==> src/rtl/uart_rx.sv <==
// UART receiver: oversampled start detect, mid-bit sampling, optional parity and stop check.
// Presents each received word with parity and framing status on a one-clock rx_valid pulse.
module uart_rx #(
  parameter int unsigned DATA_BITS  = 8,
  parameter bit          PARITY_EN  = 1'b1,
  parameter bit          PARITY_ODD = 1'b0,
  parameter int unsigned OVERSAMPLE = 16
) (
  input  logic                 clock,
  input  logic                 reset_n,
  input  logic                 baud_in,
  input  logic                 rx_serial,
  output logic [DATA_BITS-1:0] rx_data,
  output logic                 rx_valid,
  output logic                 parity_error,
  output logic                 frame_error,
  output logic                 rx_busy
);

  localparam int unsigned TickW = $clog2(OVERSAMPLE);
  localparam int unsigned BitW  = $clog2(DATA_BITS);

  localparam logic [TickW-1:0] TickMid  = TickW'(OVERSAMPLE / 2 - 1);
  localparam logic [TickW-1:0] TickLast = TickW'(OVERSAMPLE - 1);
  localparam logic [BitW-1:0]  BitLast  = BitW'(DATA_BITS - 1);

  typedef enum logic [2:0] {
    StIdle,
    StStart,
    StData,
    StParity,
    StStop,
    StBreak
  } state_e;

  state_e               state_q, state_d;
  logic                 baud_q;
  logic                 rx_meta_q, rx_s_q;
  logic [TickW-1:0]     tick_cnt_q, tick_cnt_d;
  logic [BitW-1:0]      bit_cnt_q, bit_cnt_d;
  logic [DATA_BITS-1:0] shift_q, shift_d;
  logic                 parity_bit_q, parity_bit_d;
  logic [DATA_BITS-1:0] rx_data_q, rx_data_d;
  logic                 rx_valid_q, rx_valid_d;
  logic                 parity_error_q, parity_error_d;
  logic                 frame_error_q, frame_error_d;
  logic                 rx_busy_q, rx_busy_d;
  logic                 tick;
  logic                 rx_s;
  logic                 parity_ok;

  assign tick      = baud_in & ~baud_q;
  assign rx_s      = rx_s_q;
  assign parity_ok = ((^shift_q) ^ parity_bit_q) == PARITY_ODD;

  // Line and baud registers reset to 1 so an idle-high line is not seen as a start bit.
  always_ff @(posedge clock or negedge reset_n) begin
    if (!reset_n) begin
      baud_q    <= 1'b1;
      rx_meta_q <= 1'b1;
      rx_s_q    <= 1'b1;
    end else begin
      baud_q    <= baud_in;
      rx_meta_q <= rx_serial;
      rx_s_q    <= rx_meta_q;
    end
  end

  always_ff @(posedge clock or negedge reset_n) begin
    if (!reset_n) begin
      state_q        <= StIdle;
      tick_cnt_q     <= '0;
      bit_cnt_q      <= '0;
      shift_q        <= '0;
      parity_bit_q   <= 1'b0;
      rx_data_q      <= '0;
      rx_valid_q     <= 1'b0;
      parity_error_q <= 1'b0;
      frame_error_q  <= 1'b0;
      rx_busy_q      <= 1'b0;
    end else begin
      state_q        <= state_d;
      tick_cnt_q     <= tick_cnt_d;
      bit_cnt_q      <= bit_cnt_d;
      shift_q        <= shift_d;
      parity_bit_q   <= parity_bit_d;
      rx_data_q      <= rx_data_d;
      rx_valid_q     <= rx_valid_d;
      parity_error_q <= parity_error_d;
      frame_error_q  <= frame_error_d;
      rx_busy_q      <= rx_busy_d;
    end
  end

  always_comb begin
    state_d        = state_q;
    tick_cnt_d     = tick_cnt_q;
    bit_cnt_d      = bit_cnt_q;
    shift_d        = shift_q;
    parity_bit_d   = parity_bit_q;
    rx_data_d      = rx_data_q;
    rx_valid_d     = 1'b0;
    parity_error_d = parity_error_q;
    frame_error_d  = frame_error_q;

    unique case (state_q)
      StIdle: begin
        if (tick && !rx_s) begin
          tick_cnt_d = '0;
          state_d    = StStart;
        end
      end
      StStart: begin
        if (tick) begin
          if (tick_cnt_q == TickMid) begin
            if (rx_s) begin
              state_d = StIdle;
            end else begin
              tick_cnt_d = '0;
              bit_cnt_d  = '0;
              state_d    = StData;
            end
          end else begin
            tick_cnt_d = tick_cnt_q + 1'b1;
          end
        end
      end
      StData: begin
        if (tick) begin
          if (tick_cnt_q == TickLast) begin
            shift_d    = {rx_s, shift_q[DATA_BITS-1:1]};
            tick_cnt_d = '0;
            if (bit_cnt_q == BitLast) begin
              state_d = PARITY_EN ? StParity : StStop;
            end else begin
              bit_cnt_d = bit_cnt_q + 1'b1;
            end
          end else begin
            tick_cnt_d = tick_cnt_q + 1'b1;
          end
        end
      end
      StParity: begin
        if (tick) begin
          if (tick_cnt_q == TickLast) begin
            parity_bit_d = rx_s;
            tick_cnt_d   = '0;
            state_d      = StStop;
          end else begin
            tick_cnt_d = tick_cnt_q + 1'b1;
          end
        end
      end
      StStop: begin
        if (tick) begin
          if (tick_cnt_q == TickLast) begin
            rx_data_d      = shift_q;
            rx_valid_d     = 1'b1;
            parity_error_d = PARITY_EN & ~parity_ok;
            frame_error_d  = ~rx_s;
            tick_cnt_d     = '0;
            // A low stop bit means the line may be in break; wait for it to rise.
            state_d        = rx_s ? StIdle : StBreak;
          end else begin
            tick_cnt_d = tick_cnt_q + 1'b1;
          end
        end
      end
      StBreak: begin
        if (tick && rx_s) begin
          state_d = StIdle;
        end
      end
      default: state_d = StIdle;
    endcase

    rx_busy_d = (state_d != StIdle);
  end

  assign rx_data      = rx_data_q;
  assign rx_valid     = rx_valid_q;
  assign parity_error = parity_error_q;
  assign frame_error  = frame_error_q;
  assign rx_busy      = rx_busy_q;

endmodule
==> config.mk <==
export PLATFORM = sky130hd
export DESIGN_NAME = uart_rx
export DESIGN_NICKNAME = d
export VERILOG_FILES = /design/src/rtl/uart_rx.sv
export SDC_FILE = /design/constraint.sdc
export NUM_CORES = 1
export LEC_CHECK = 0
export ABC_AREA = 1
export CAP_MARGIN = 30
export CORE_ASPECT_RATIO = 0.7
export CORE_MARGIN = 5
export CORE_UTILIZATION = 40
export CTS_CLUSTER_SIZE = 25
export DETAILED_ROUTE_END_ITERATION = 10
export PLACE_DENSITY = 0.67
export SLEW_MARGIN = 20
export SYNTH_ARGS = -nofsm -noshare
export SYNTH_HDL_FRONTEND = slang
export SYNTH_SLANG_ARGS = --single-unit
export TNS_END_PERCENT = 20
==> constraint.sdc <==
create_clock -name clock -period 1.6 [get_ports clock]
set_input_delay 0.32 -clock clock [delete_from_list [all_inputs] [get_ports clock]]
set_output_delay 0.32 -clock clock [all_outputs]
set_load 0.02 [all_outputs]
==> impl_results.md, run 1 <==
- Period utilization: 0.968
- Post-synthesis instance total: 216
- Total power: 2.51 mW
- CP Data Required Time: 1280 ps
- Pin count of the biggest net entering global routing: 35
- Vias: 1,431
- Lkg Pwr: 1.25 nW
- Cell Pwr Density: 1150 nW/um2
- Post-synth EDFFs: 0
- Mapped Nets: 223
- DRC viols: 0
- Final Slew Violations: 0
- Element type at the critical path end: primary output
- Total Routed Length: 3.37 mm
- Die height: 65.5 um
- Top cells by area, synth: dfrtp_1 (44%), nand2_1 (15%), inv_1 (4.9%)
- CP max stage cell: clkdlybuf4s50_1
- Commonest register cell after synthesis: dfrtp_1
- Grt total ovfl: 0
- Hold Path Origin: rx_meta_q
- Seq/Total Area, Yosys: 0.485
- Count of different cell masters after synthesis: 25
- Pre-Repair DR Iteration Count: 5
- Fmax: 646 MHz
- H-Tree Depth: 2
- Ant diodes: 0
- Final net count: 251
- Commonest non-fill, non-tap cell in the layout: nand2_1
- Vias in the first global route: 1,344
- Dpl hpwl: 2.43 mm
- Mapped Area: 1760 um2
- Hold Path Sink: rx_s
- Worst R2R End: bit_cnt_q[2]
- Wire length of the first global-routing pass: 6.05 mm
- Initial antenna violation count: 0
- Setup violations, final: 0
- Worst-path maximum fanout: 1
- CP bufs+invs: 1
- Inserted Clock Buffers: 5
- Die W: 89.4 um
- FP Rows: 20
- Max Root-Sink Buffers: 2
- Pre-CTS setup slack: -95.1 ps
- Max Cap Viol: 0
- Hold Crit Depth: 0
- Avg Inst Size Synth: 8.16 um2
- Most frequent cells in the layout: nand2_1 (68), dfrtp_1 (31), inv_1 (23), nand3_1 (15), nor2_1 (14)
- Initial core utilization: 0.410
- Die area: 5860 um2
- TritonCTS clock tree: built
- WL per Instance: 11.2 um
- Arr. time, crit path: 1230 ps
- Post-synth top area share: 0.440
- Slew margin rel.: 0.791
- Yosys warnings: 0
- Antenna Nets Post-Route: 0
- CP peak stage delay: 600 ps
- Clk pin slew, worst setup/hold paths: 70 ps
- Hold Vio Cnt, Final: 0
- Reg2reg path depth: 10
- Outcome: finished, final reports clean
- CTS root buf: clkbuf_8
- Core Region: 4300 um2
- RSZ-0062 raised after global routing: true
- Share of cells above drive strength 1: 0.196
- Clock skew: 6.97 ps
- Reg2reg setup slack: 110 ps
- Total track usage: 0.136
- DR iter-0 viols: 102
- Seq cells post-synth: 34
- Worst hold path class: flip-flop to flip-flop
- CP Cell Sequence: clkdlybuf4s50_1
- Peak supply drop: 0.598 mV
- RePlAce Congestion: 0.848
- Clock tree sinks: 34
- Clock latency on the worst-skew pair: 300 ps
- Slack of the critical path: 51.6 ps
- Critical Path Source Type: flip-flop
- Post-synth top area cell: dfrtp_1
- # hold bufs at CTS: 0
- IO Port Bufs: 15
- Worst Tran Pin Value: 312 ps
- Fin crit period: 1550 ps
- Worst r2r src: tick_cnt_q[0]
- Area delta synth->final: 23.6%
- Critical path class: flip-flop to primary output
- Post-DR vias/cell: 4.77
- CP delay by family, top: buffers and inverters
- Asr flop ratio synth: 1.00
- # fillers: 406
- IO Pins: 16
[worst register-to-register path, delay by kind of cell, from the launching register on]
kind	cells	cell delay (ps)
flops	1	370
simple gates	7	640
buf+inv	1	70
fa+ha+maj	1	230
compound gates	1	60
[cells in the mapped netlist, types with 5 or more instances]
| cell | number |
|---|---|
| nand2_1 | 69 |
| nor2_1 | 15 |
| dfrtp_1 | 31 |
| o21ai_2 | 9 |
| inv_2 | 5 |
| inv_1 | 23 |
| nand3_1 | 15 |
| o21ai_1 | 12 |
| o21ai_0 | 6 |
[sequential cells by signal, indices dropped and copies added (netlist names)]
| register | flops |
|---|---|
| tick_cnt_q | 4 |
| shift_q | 8 |
| parity_bit_q | 1 |
| rx_busy | 1 |
| parity_error | 1 |
| state_q | 3 |
| frame_error | 1 |
| rx_data | 8 |
| rx_meta_q | 1 |
| rx_valid | 1 |
| rx_s | 1 |
| bit_cnt_q | 3 |
| baud_q | 1 |
[routing by layer]
metal / track usage / share of wire
met4: 0.0781 / 0.025
met3: 0.0313 / 0.061
met5: 0 / 0
met2: 0.177 / 0.37
met1: 0.200 / 0.55
[through the flow]
step | utilization | area (um2) | hold slack, ps | TNS, ps | instances
after floorplan | - | 1760 | 24.4 | 0 | 216
after global placement | 0.472 | 2030 | 348 | -1300 | 292
after detailed placement | 0.472 | 2030 | 353 | -1870 | 292
after CTS | 0.497 | 2140 | 364 | 0 | 300
after global routing | 0.506 | 2180 | 363 | -56.4 | 300
final | 0.506 | 2180 | 361 | 0 | 300
[final cells by class]
cell class | instances | area, um2 | area share
clock buffers | 5 | 68.8 | 0.0316
clock inverters | 3 | 40.0 | 0.0184
inverters | 29 | 111 | 0.0511
multi-input cells | 151 | 792 | 0.363
flip-flops and latches | 34 | 855 | 0.392
well taps | 55 | 68.8 | 0.0316
repair buffers | 23 | 244 | 0.112
[power by group]
part	switching (mW)	internal (mW)
Combinational	0.440	0.266
Clock	0.331	0.458
Sequential	0.0742	0.939
[how the worst max path moves through the flow]
stage,cells past startpoint,from,endpoint
2_1_floorplan,9,tick_cnt_q[0],parity_error
3_3_place_gp,8,baud_in,tick_cnt_q[1]
3_5_place_dp,8,baud_in,rx_busy
4_1_cts,1,rx_data[4],rx_data[4]
5_1_grt,7,state_q[0],tick_cnt_q[1]
6_report,1,rx_busy,rx_busy
[timing repair]
action / CTS / global route
setup endpoints to repair: 1 / 18
gates resized for setup: 1 / 15
pin swaps: 0 / 1
buffers inserted: 0 / 0
[logic make-up (layout without fill, tap and decap cells)]
kind of cell / count (synthesis) / count (layout) / share of synthesized area
simple gates: 115 / 115 / 0.298
flops: 34 / 34 / 0.485
compound gates: 31 / 31 / 0.110
buf+inv: 31 / 60 / 0.0759
fa+ha+maj: 3 / 3 / 0.0213
xor+xnor: 2 / 2 / 0.00994
Note: power is estimated with default switching activity, not from simulation.
==> run 2: changes to the inputs <==
--- a/config.mk
+++ b/config.mk
@@ -13,8 +13,9 @@
 export CTS_CLUSTER_SIZE = 25
 export DETAILED_ROUTE_END_ITERATION = 10
 export PLACE_DENSITY = 0.67
+export SKIP_CTS_REPAIR_TIMING = 1
 export SLEW_MARGIN = 20
 export SYNTH_ARGS = -nofsm -noshare
 export SYNTH_HDL_FRONTEND = slang
 export SYNTH_SLANG_ARGS = --single-unit
-export TNS_END_PERCENT = 20
+export TNS_END_PERCENT = 30
==> run 2 against run 1 <==
Compared with the run above:
- cell count did not move
- critical path type unchanged
- clock-buffer cell count did not move
- worst hold slack barely moved
- critical path depth did not move
- largest cell class unchanged
- critical endpoint unchanged
- largest power group unchanged
- core utilization rose by 0.087 points
- die area did not move
- register-to-register slack barely moved
- power barely moved
==> impl_results.md, run 2 (same netlist as run 1, synthesis figures left out) <==
- Hold slack: 361 ps (+0.0940 ps)
- Worst R2R End: bit_cnt_q[2]
- Final net count: 251 (unchanged)
- Total power: 2.51 mW (about the same)
- Setup violations, final: 0 (unchanged)
- Arr. time, crit path: 1230 ps (about the same)
- FP Rows: 20 (unchanged)
- Commonest non-fill, non-tap cell in the layout: nand2_1
- Hold Path Sink: rx_s
- CP peak stage delay: 600 ps (about the same)
- Total track usage: 0.136 (unchanged)
- CTS root buf: clkbuf_8
- Pre-Repair DR Iteration Count: 5 (unchanged)
- Most frequent cells in the layout: nand2_1 (68), dfrtp_1 (31), inv_1 (23), nand3_1 (15), nor2_1 (14)
- Core Region: 4300 um2 (unchanged)
- Wire length of the first global-routing pass: 6.05 mm (unchanged)
- Vias in the first global route: 1,344 (unchanged)
- Share of cells above drive strength 1: 0.196 (unchanged)
- Fin crit period: 1550 ps (-0.00100 ps)
- WP depth: 1 (unchanged)
- Dpl hpwl: 2.43 mm (unchanged)
- Initial core utilization: 0.410 (unchanged)
- Worst-path maximum fanout: 1 (unchanged)
- Slew margin rel.: 0.791 (unchanged)
- Peak supply drop: 0.598 mV (unchanged)
- CP max stage cell: clkdlybuf4s50_1
- Element type at the critical path end: primary output
- Post-DR vias/cell: 4.77 (unchanged)
- Reg2reg path depth: 10 (unchanged)
- CP Data Required Time: 1280 ps (about the same)
- Worst hold path class: flip-flop to flip-flop
- CP bufs+invs: 1 (unchanged)
- Critical Path Source Type: flip-flop
- Hold Crit Depth: 0 (unchanged)
- Inserted Clock Buffers: 5 (unchanged)
- Cell Pwr Density: 1150 nW/um2 (-0.18%)
- Total Routed Length: 3.37 mm (about the same)
- IO Port Bufs: 15 (unchanged)
- Ant diodes: 0 (unchanged)
- Vias: 1,431 (unchanged)
- RePlAce Congestion: 0.848 (unchanged)
- Max Cap Viol: 0 (unchanged)
- Final Slew Violations: 0 (unchanged)
- DR iter-0 viols: 102 (unchanged)
- Outcome: finished, final reports clean
- Antenna Nets Post-Route: 0 (unchanged)
- Worst Tran Pin Value: 312 ps (unchanged)
- Hold Vio Cnt, Final: 0 (unchanged)
- Area delta synth->final: 23.8%
- Clk pin slew, worst setup/hold paths: 70 ps (about the same)
- Lkg Pwr: 1.27 nW (+1.1%)
- Hold Path Origin: rx_meta_q
- Reg2reg setup slack: 110 ps (about the same)
- Grt total ovfl: 0 (unchanged)
- IO Pins: 16 (unchanged)
- RSZ-0062 raised after global routing: true
- WL per Instance: 11.2 um (about the same)
- Max Root-Sink Buffers: 2 (unchanged)
- H-Tree Depth: 2 (unchanged)
- DRC viols: 0 (unchanged)
- Critical path class: flip-flop to primary output
- Clock latency on the worst-skew pair: 300 ps (about the same)
- Die height: 65.5 um (unchanged)
- DP Area: 2030 um2 (unchanged)
- Die W: 89.4 um (unchanged)
- Initial antenna violation count: 0 (unchanged)
- Fmax: 646 MHz (unchanged)
- Die area: 5860 um2 (unchanged)
- TritonCTS clock tree: built
- CP Cell Sequence: clkdlybuf4s50_1
- Clock tree sinks: 34 (unchanged)
- Clock skew: 7.04 ps (+0.0704 ps)
- Pin count of the biggest net entering global routing: 35 (unchanged)
- Period utilization: 0.968 (about the same)
- Core Util, Final: 0.507 (+0.000872)
- CP delay by family, top: buffers and inverters
- Post-layout instance area: 2180 um2 (+0.17%)
- Worst r2r src: tick_cnt_q[0]
run 2: cell count changes in the layout (fill, tap and decap cells not counted), sizes merged:
cell          before  now
dlygate4sd2        1    0
dlymetal6s2s       9   10
run 2: worst max-delay path by stage:
stage / start / end / slack, ps
2_1_floorplan: tick_cnt_q[0] / parity_error / 180
3_3_place_gp: baud_in / tick_cnt_q[1] / -80
3_5_place_dp: baud_in / rx_busy / -100
4_1_cts: rx_data[7] / rx_data[7] / -8
5_1_grt: state_q[0] / tick_cnt_q[1] / -30
6_report: rx_busy / rx_busy / 50
run 2: through the flow:
step                setup WS, ps  std cells  TNS [ps]
global route               -25.5        300     -56.4
floorplan                    180        216         0
global placement           -83.0        292     -1300
detailed placement         -95.1        292     -1870
finish                      51.6        300         0
CTS                        -8.34        300     -8.34
run 2: final cells by class:
cell class,count,area (um2)
well taps,55,68.8
fillers,407,2120
repair buffers,23,248
clock inverters,3,40.0
clock buffers,5,68.8
flip-flops and latches,34,855
multi-input cells,151,792
inverters,29,111
run 2: routing by layer:
metal  up-vias  part of all wire  GRT usage  wire length, um
met5         -                 0          0                0
met4         0             0.025     0.0781               84
li1        739                 -          -                -
met3         7             0.061     0.0313              204
met1       640              0.55      0.200             1840
met2        45              0.37      0.177             1240
run 2: where the power goes:
group | internal (mW) | switching (mW) | total [mW]
registers | 0.939 | 0.0742 | 1.01
clock network | 0.458 | 0.330 | 0.789
logic | 0.266 | 0.440 | 0.706
==> run 3: changes to the inputs <==
--- a/config.mk
+++ b/config.mk
@@ -13,8 +13,8 @@
 export CTS_CLUSTER_SIZE = 25
 export DETAILED_ROUTE_END_ITERATION = 10
 export PLACE_DENSITY = 0.67
+export SETUP_SLACK_MARGIN = 0.1
 export SKIP_CTS_REPAIR_TIMING = 1
-export SLEW_MARGIN = 20
 export SYNTH_ARGS = -nofsm -noshare
 export SYNTH_HDL_FRONTEND = slang
 export SYNTH_SLANG_ARGS = --single-unit
==> run 3 against run 2 <==
Compared with the run above:
- global-route usage is the same
- non-clock buffer count is the same
- wire length grew 0.39%
- maximum frequency grew 5.7%
- core utilization grew 1.2 points
- clock-buffer cell count is the same
- setup slack gained 84 ps
- sequential share of layout area shrank 0.84 points
- worst hold slack gained 0.62 ps
- critical path type is now flip-flop to flip-flop
- critical endpoint is now rx_data[5]
- highest routed layer unchanged
==> impl_results.md, run 3 (same netlist as run 1, synthesis figures left out) <==
- Most used cell, CP: nand2_4
- Total Routed Length: 3.38 mm (+0.39%)
- RSZ-0062 raised after global routing: true
- DRC viols: 0 (unchanged)
- Clk pwr share: 0.307 (-0.007)
- Worst R2R End: rx_data[5]
- Worst Tran Pin Value: 252 ps (-60.0 ps)
- Slew margin rel.: 0.832 (+0.0412)
- DR iter-0 viols: 106 (+3.9%)
- IO Port Bufs: 15 (unchanged)
- Die height: 65.5 um (unchanged)
- P_sw: 0.874 mW (+3.4%)
- IO Pins: 16 (unchanged)
- Dpl hpwl: 2.43 mm (unchanged)
- Arr. time, crit path: 1650 ps (+420 ps)
- Fmax: 683 MHz (+5.7%)
- Lkg Pwr: 1.30 nW (+2.3%)
- Outcome: finished, final reports clean
- Reg2reg path depth: 8 (-2)
- Final Slew Violations: 0 (unchanged)
- Pin count of the biggest net entering global routing: 35 (unchanged)
- Core Region: 4300 um2 (unchanged)
- CP endpoint: rx_data[5]
- Clk pin slew, worst setup/hold paths: 70 ps (about the same)
- WP depth: 8 (+7)
- CP max stage cell: dfrtp_1
- CTS root buf: clkbuf_8
- Initial antenna violation count: 0 (unchanged)
- Final net count: 251 (unchanged)
- Area delta synth->final: 26.8%
- Setup crit start: tick_cnt_q[0]
- TritonCTS clock tree: built
- Wire length of the first global-routing pass: 6.05 mm (unchanged)
- Post-layout instance area: 2230 um2 (+2.3%)
- Initial core utilization: 0.410 (unchanged)
- FP Rows: 20 (unchanged)
- CP Cell Sequence: ha_4 > nand2_4 > nor2_8 > nand2_4 > nor2_4 > inv_6 > nand2_1 > o21ai_2
- Clock tree sinks: 34 (unchanged)
- Element type at the critical path end: flip-flop
- Share of cells above drive strength 1: 0.220 (+0.0245)
- Hold Vio Cnt, Final: 0 (unchanged)
- Worst r2r src: tick_cnt_q[0]
- Sw Share: 0.341 (+0.00465)
- Vias: 1,410 (-1.5%)
- Vias in the first global route: 1,344 (unchanged)
- Most frequent cells in the layout: nand2_1 (67), dfrtp_1 (30), inv_1 (23), nand3_1 (15)
- Grt total ovfl: 0 (unchanged)
- Commonest non-fill, non-tap cell in the layout: nand2_1
- DP Area: 2030 um2 (unchanged)
- Total track usage: 0.136 (unchanged)
- Peak supply drop: 0.543 mV (-9.2%)
- Period utilization: 0.915 (-0.0525)
- Max Root-Sink Buffers: 2 (unchanged)
- Total power: 2.56 mW (+2.0%)
- Clock skew: 4.88 ps (-2.15 ps)
- Max Cap Viol: 0 (unchanged)
- RePlAce Congestion: 0.848 (unchanged)
- Inserted Clock Buffers: 5 (unchanged)
- Critical Path Source Type: flip-flop
- Pre-Repair DR Iteration Count: 4 (-1)
- Post-DR vias/cell: 4.70 (-1.5%)
- CP delay by family, top: simple AND/OR/NAND/NOR gates
- H-Tree Depth: 2 (unchanged)
- Worst hold path class: flip-flop to flip-flop
- WL per Instance: 11.3 um (+0.39%)
- CP Data Required Time: 1790 ps (+510 ps)
- Ant diodes: 0 (unchanged)
- Cell Pwr Density: 1150 nW/um2 (-0.31%)
- Worst-path maximum fanout: 18 (+17)
- Combinational share of power: 0.291 (+0.009)
- Reg2reg setup slack: 140 ps (+30 ps)
- CP bufs+invs: 1 (unchanged)
- Die area: 5860 um2 (unchanged)
- Die W: 89.4 um (unchanged)
- Clock latency on the worst-skew pair: 300 ps (about the same)
- Critical path class: flip-flop to flip-flop
- Pint: 1.69 mW (+1.3%)
- Setup violations, final: 0 (unchanged)
- Seq pwr share: 0.402 (-0.002)
- Antenna Nets Post-Route: 0 (unchanged)
- Fin crit period: 1460 ps (-84.0 ps)
- CP peak stage delay: 400 ps (-200 ps)
## run 3: worst min-delay path by stage
stage | endpoint | startpoint | cells after the start | slack [ps]
6_report | rx_s | rx_meta_q | 0 | 360
2_1_floorplan | bit_cnt_q[0] | reset_n | 0 | 20
3_5_place_dp | rx_s | rx_meta_q | 0 | 350
4_1_cts | rx_s | rx_meta_q | 0 | 360
3_3_place_gp | rx_s | rx_meta_q | 0 | 350
5_1_grt | rx_s | rx_meta_q | 0 | 360
## run 3: final cells by class
type                    count  area, um2
repair buffers             23        260
flip-flops and latches     34        856
multi-input cells         151        827
inverters                  29        114
well taps                  55       68.8
fillers                   398       2070
clock inverters             3       40.0
clock buffers               5       68.8
## run 3: per-layer routing
layer	track usage	vias to the layer above	routed length (um)
met3	0.0313	8	139
met2	0.177	22	1250
met5	0	-	0
met1	0.200	640	1900
li1	-	740	-
met4	0.0781	0	101
## run 3: stage by stage
step	instances	worst slack, ps	hold WS, ps	TNS [ps]	util
final	300	136	362	0	0.519
after detailed placement	292	-95.1	353	-1870	0.472
after global routing	300	34.1	363	0	0.519
after floorplan	216	180	24.4	0	-
after global placement	292	-83.0	348	-1300	0.472
after CTS	300	-8.34	364	-8.34	0.497
## run 3: power by group through the flow
| stage | logic, mW | registers, mW | clock network (mW) |
|---|---|---|---|
| 2_1_floorplan | 0.457 | 1.03 | 0 |
| 3_3_place_gp | 0.672 | 1.02 | 0 |
| 3_5_place_dp | 0.685 | 1.02 | 0 |
| 4_1_cts | 0.685 | 1.00 | 0.809 |
| 5_1_grt | 0.839 | 1.04 | 0.847 |
| 6_report | 0.744 | 1.03 | 0.786 |
